## src/rtl/if_id_buffer.sv

```systemverilog
// Elastic IF/ID instruction buffer: a DEPTH-entry FIFO of {PC+4, instruction} with flush.
// Optional macro IF_ID_STALL_STATS_EN adds a saturating decode-stall counter (StallCycles).
module if_id_buffer #(
  parameter int unsigned DEPTH  = 2,
  parameter int unsigned DATA_W = 32,
  parameter int unsigned PC_W   = 32
) (
  input  logic                     Clk,
  input  logic                     Reset_n,
  input  logic                     Flush,
  input  logic                     InValid,
  output logic                     InReady,
  input  logic [DATA_W-1:0]        InInstr,
  input  logic [PC_W-1:0]          InPC,
  output logic                     OutValid,
  input  logic                     OutReady,
  output logic [DATA_W-1:0]        OutInstr,
  output logic [PC_W-1:0]          OutPC,
  output logic [15:0]              OutImm16,
`ifdef IF_ID_STALL_STATS_EN
  output logic [15:0]              StallCycles,
`endif
  output logic [$clog2(DEPTH):0]   Count
);

  localparam int unsigned PtrW = $clog2(DEPTH);
  localparam int unsigned CntW = PtrW + 1;

  logic [DATA_W-1:0] instr_q [DEPTH];
  logic [PC_W-1:0]   pc_q    [DEPTH];
  logic [PtrW-1:0]   rd_ptr_q, rd_ptr_d;
  logic [PtrW-1:0]   wr_ptr_q, wr_ptr_d;
  logic [CntW-1:0]   count_q, count_d;
  logic              push, pop;

  // Handshake flags depend only on registered occupancy.
  assign InReady  = (count_q < CntW'(DEPTH));
  assign OutValid = (count_q != '0);
  assign push     = InValid & InReady;
  assign pop      = OutValid & OutReady;

  assign OutInstr = instr_q[rd_ptr_q];
  assign OutPC    = pc_q[rd_ptr_q];
  assign OutImm16 = OutInstr[15:0];
  assign Count    = count_q;

  always_comb begin
    rd_ptr_d = rd_ptr_q;
    wr_ptr_d = wr_ptr_q;
    count_d  = count_q;
    if (Flush) begin
      rd_ptr_d = '0;
      wr_ptr_d = '0;
      count_d  = '0;
    end else begin
      // DEPTH is a power of two, so plain increment wraps the pointers.
      if (push) wr_ptr_d = wr_ptr_q + PtrW'(1);
      if (pop)  rd_ptr_d = rd_ptr_q + PtrW'(1);
      unique case ({push, pop})
        2'b10:   count_d = count_q + CntW'(1);
        2'b01:   count_d = count_q - CntW'(1);
        default: count_d = count_q;
      endcase
    end
  end

  always_ff @(posedge Clk or negedge Reset_n) begin
    if (!Reset_n) begin
      rd_ptr_q <= '0;
      wr_ptr_q <= '0;
      count_q  <= '0;
    end else begin
      rd_ptr_q <= rd_ptr_d;
      wr_ptr_q <= wr_ptr_d;
      count_q  <= count_d;
    end
  end

  // Storage is only cleared by reset; a flush leaves stale contents behind.
  always_ff @(posedge Clk or negedge Reset_n) begin
    if (!Reset_n) begin
      for (int i = 0; i < int'(DEPTH); i++) begin
        instr_q[i] <= '0;
        pc_q[i]    <= '0;
      end
    end else if (push && !Flush) begin
      instr_q[wr_ptr_q] <= InInstr;
      pc_q[wr_ptr_q]    <= InPC;
    end
  end

`ifdef IF_ID_STALL_STATS_EN
  logic [15:0] stall_q;

  always_ff @(posedge Clk or negedge Reset_n) begin
    if (!Reset_n) begin
      stall_q <= '0;
    end else if (Flush) begin
      stall_q <= '0;
    end else if (OutValid && !OutReady && (stall_q != 16'hFFFF)) begin
      stall_q <= stall_q + 16'd1;
    end
  end

  assign StallCycles = stall_q;
`endif

endmodule

```

## config.mk

```make
export PLATFORM = sky130hd
export DESIGN_NAME = if_id_buffer
export DESIGN_NICKNAME = d
export VERILOG_FILES = /design/src/rtl/if_id_buffer.sv
export SDC_FILE = /design/constraint.sdc
export NUM_CORES = 1
export LEC_CHECK = 0
export CORE_UTILIZATION = 25
export CTS_CLUSTER_SIZE = 16
export DETAILED_ROUTE_END_ITERATION = 12
export PLACE_DENSITY = 0.47
export SYNTH_ARGS = -nofsm -noshare
export SYNTH_HDL_FRONTEND = slang
export SYNTH_SLANG_ARGS = --single-unit
```

## constraint.sdc

```tcl
create_clock -name Clk -period 1.9 [get_ports Clk]
set_input_delay 0.38 -clock Clk [delete_from_list [all_inputs] [get_ports Clk]]
set_output_delay 0.38 -clock Clk [all_outputs]
set_load 0.01 [all_outputs]
```

==> results.toml <==
[outcome]
status = "finished, violations left"
violations = "setup timing"

[global_route]
grt_pass1_vias = 4036
gr-total-overflow = 0
antenna_found_initial = 0
grt_max_degree = 45
track_usage_pct = 12.33
grt_pass1_wl_um = 22470

[sta]
fin_crit_sh_pct = 113.7
slew_viol_final = 0
setup-violations-final = 80
rsz0062_at_grt = "yes"
final.setup_skew_ps = 10.94
hold_slack_ps = 428.5
tightest_slew_ps = 329.8
finalCriticalPeriod_ps = 2159
worst_slack_ps = -259.5
hold_violations = 0
max_freq_mhz = 463.1
relSlewSlack_pct = 78.01

[finish]
final_cell_area_mm2 = 0.008778
seqCellArea_mm2 = 0.003306
synthToLayoutAreaGrowth_pct = 49.75
multi_input_area_mm2 = 0.002354
layout-drive-gt1-share_pct = 59.90
nNetsFinal = 634
nFillCells = 2219
antenna_cells = 0

[yosys]
synth_common_cells = "mux2_2 (188), dfrtp_1 (132), buf_4 (22)"
synth_cell_type_count = 19
synth_most_common_cell = "mux2_2"
yosysTopAreaCell = "dfrtp_1"
synth_nets = 447
synth_edf_count = 0
synthTopCellsByArea = "dfrtp_1 (56%), mux2_2 (36%), buf_4 (2.8%)"
syn_avg_cell_area_um2 = 15.51
ys_seq_area_share_pct = 56.35
ys_async_sr_fraction_pct = 100.0
yosys_warnings = 0
synth-seq-cells = 132
synth_top_cell_area_share_pct = 56.35
syn_area_mm2 = 0.005862
syn_inst = 378
synthFlopType = "dfrtp_1"

[power]
power.switching_mw = 2.629
leakage_nw = 3.746
p_int_mw = 7.594
peakVddDrop_v = 0.0005210
swShare_pct = 25.72
pwr-share-clk_pct = 32.7
comb_power_share_pct = 28.6
seqPwrFrac_pct = 38.7
p_per_area_mw_per_mm2 = 1164
power_mw = 10.22

[setup_path]
cp_max_fo = 5
crit_path_start_kind = "flip-flop"
crit_arrival_ps = 1780
end_kind = "output port"
worstReg2RegEnd = "instr_q[4]$_DFFE_PN0P_"
worstRegToRegCells = 5
r2r-start = "Count[1]$_DFFE_PN0P_"
crit_required_ps = 1520
critPathKind = "reg -> out"
r2r_slack_ps = 220

[cts]
clockBufferDepth = 2
cts_tree = "built"
cts_max_level = 4
clock_sinks = 132
path_clk_slew_ps = 60
insertion_delay_ps = 410
cts_root_buf = "clkbuf_16"
numCtsBuffers = 17

[route]
wirelength_um = 14200
drc = 0
via_count = 3695
wl_per_cell_um = 15.97
antenna_left = 0
viasPerCell = 4.156
first_iter_violations = 50
drtPass1Iterations = 4

[hold_path]
hold_path_class = "in -> async"

[placement]
placed_cell_area_mm2 = 0.007795
hpwl_um = 9018
port_buffers = 152
gp_congestion = 0.6927

[job]
drv_cap = 0

[floorplanning]
die_height_um = 155.1
io_pins = 153
die_w_um = 155.1
start_util_pct = 25.66
num_rows = 55
coreArea_mm2 = 0.02285
die_area_mm2 = 0.02406
## cell families after synthesis
| logic type | after synthesis | synth area share, % |
|---|---|---|
| and+or+nand+nor | 10 | 1.259 |
| AOI/OAI and AO/OA | 4 | 0.3415 |
| DFF | 132 | 56.35 |
| buffers and inverters | 37 | 4.674 |
| xor gates and xnor gates | 2 | 0.2989 |
| muxes | 193 | 37.08 |
## sequential cells by signal (all words and copies together), names as in the netlist
name	flops
rd_ptr_q	1
pc_q	64
wr_ptr_q	1
instr_q	64
Count	2
## power groups by stage
stage                     clock network, mW  logic (mW)  registers, mW
after floorplan                           0        1.65           3.87
after global placement                    0        2.84           3.94
after detailed placement                  0        2.89           4.00
after CTS                              3.45        2.69           3.95
after global routing                   3.56        3.15           4.08
final                                  3.34        2.92           3.96
## per-stage QoR
step                      setup slack, ps  TNS (ps)  cells  util, %
after global routing               -307.3    -15550    889    38.42
after CTS                          -358.2    -18790    876    37.29
after detailed placement           -198.4    -15730    828    34.12
after global placement             -171.6    -16760    828    34.12
final                              -259.5    -11410    889    38.42
after floorplan                     126.8         0    378        -
## placed cells by master, fill, tap and decap left out
| master | netlist | final |
|---|---|---|
| buf_16 | 0 | 2 |
| buf_4 | 22 | 22 |
| clkbuf_16 | 0 | 19 |
| dfrtp_1 | 132 | 130 |
| buf_12 | 0 | 16 |
| inv_1 | 1 | 1 |
| clkinv_4 | 0 | 1 |
| clkbuf_8 | 0 | 3 |
| nor3_4 | 1 | 1 |
| clkbuf_2 | 0 | 27 |
| clkdlybuf4s15_2 | 0 | 5 |
| a21oi_1 | 2 | 2 |
| nor2b_1 | 2 | 2 |
| o21ai_0 | 2 | 2 |
| clkdlybuf4s50_1 | 0 | 70 |
| or2_2 | 1 | 1 |
| mux2_1 | 5 | 5 |
| nand2b_1 | 1 | 1 |
| mux2_2 | 188 | 171 |
| bufinv_16 | 0 | 3 |
| xor2_1 | 2 | 2 |
| nand2_1 | 1 | 1 |
| nand2b_4 | 1 | 1 |
| clkinv_2 | 0 | 3 |
| buf_8 | 0 | 2 |
| dlygate4sd2_1 | 0 | 11 |
| clkinvlp_4 | 0 | 2 |
| nor3b_2 | 0 | 1 |
| buf_6 | 6 | 44 |
| mux2_4 | 0 | 17 |
| clkbuf_1 | 2 | 1 |
| dfrtp_2 | 0 | 2 |
| nor2_1 | 2 | 2 |
| buf_2 | 6 | 2 |
| dlygate4sd3_1 | 0 | 1 |
## worst max-delay path by stage
stage / slack [ps] / cells after the start / end / from
global placement: -170 / 6 / instr_q[10]$_DFFE_PN0P_ / InValid
CTS: -360 / 5 / OutImm16[12] / rd_ptr_q$_DFFE_PN0P_
detailed placement: -200 / 6 / instr_q[0]$_DFFE_PN0P_ / InValid
floorplan: 130 / 4 / OutInstr[0] / rd_ptr_q$_DFFE_PN0P_
finish: -260 / 6 / OutPC[16] / rd_ptr_q$_DFFE_PN0P_
global route: -310 / 6 / OutPC[16] / rd_ptr_q$_DFFE_PN0P_
## layout make-up
class	count	area share, %
timing repair buffer	204	24.20
tap	313	4.461
multi-input combinational	209	26.81
sequential	132	37.66
inverter	1	0.04276
clock inverter	9	1.468
clock buffer	21	5.359
## critical path, cell delays in order (launching register included)
cell,delay (ps)
dfrtp_2,440
buf_12,140
buf_8,130
buf_16,130
buf_6,110
mux2_4,290
buf_6,130
## routing by layer
layer / share of wire, % / track usage (%) / vias to the layer above
met5: 0 / 0 / -
met4: 1.1 / 4.243 / 0
met3: 6.0 / 4.123 / 13
met2: 49 / 20.51 / 101
met1: 44 / 14.90 / 1877
li1: - / - / 1704
## timing repair
action | in CTS | in global routing
buffers inserted | 15 | 11
endpoints found under the setup margin | 81 | 80
cloned | 3 | 3
resized for setup | 179 | 152
hold buffers | 1 | 0
hold endpoints to repair | 29 | 0
Power figures use the tool's default switching activity.
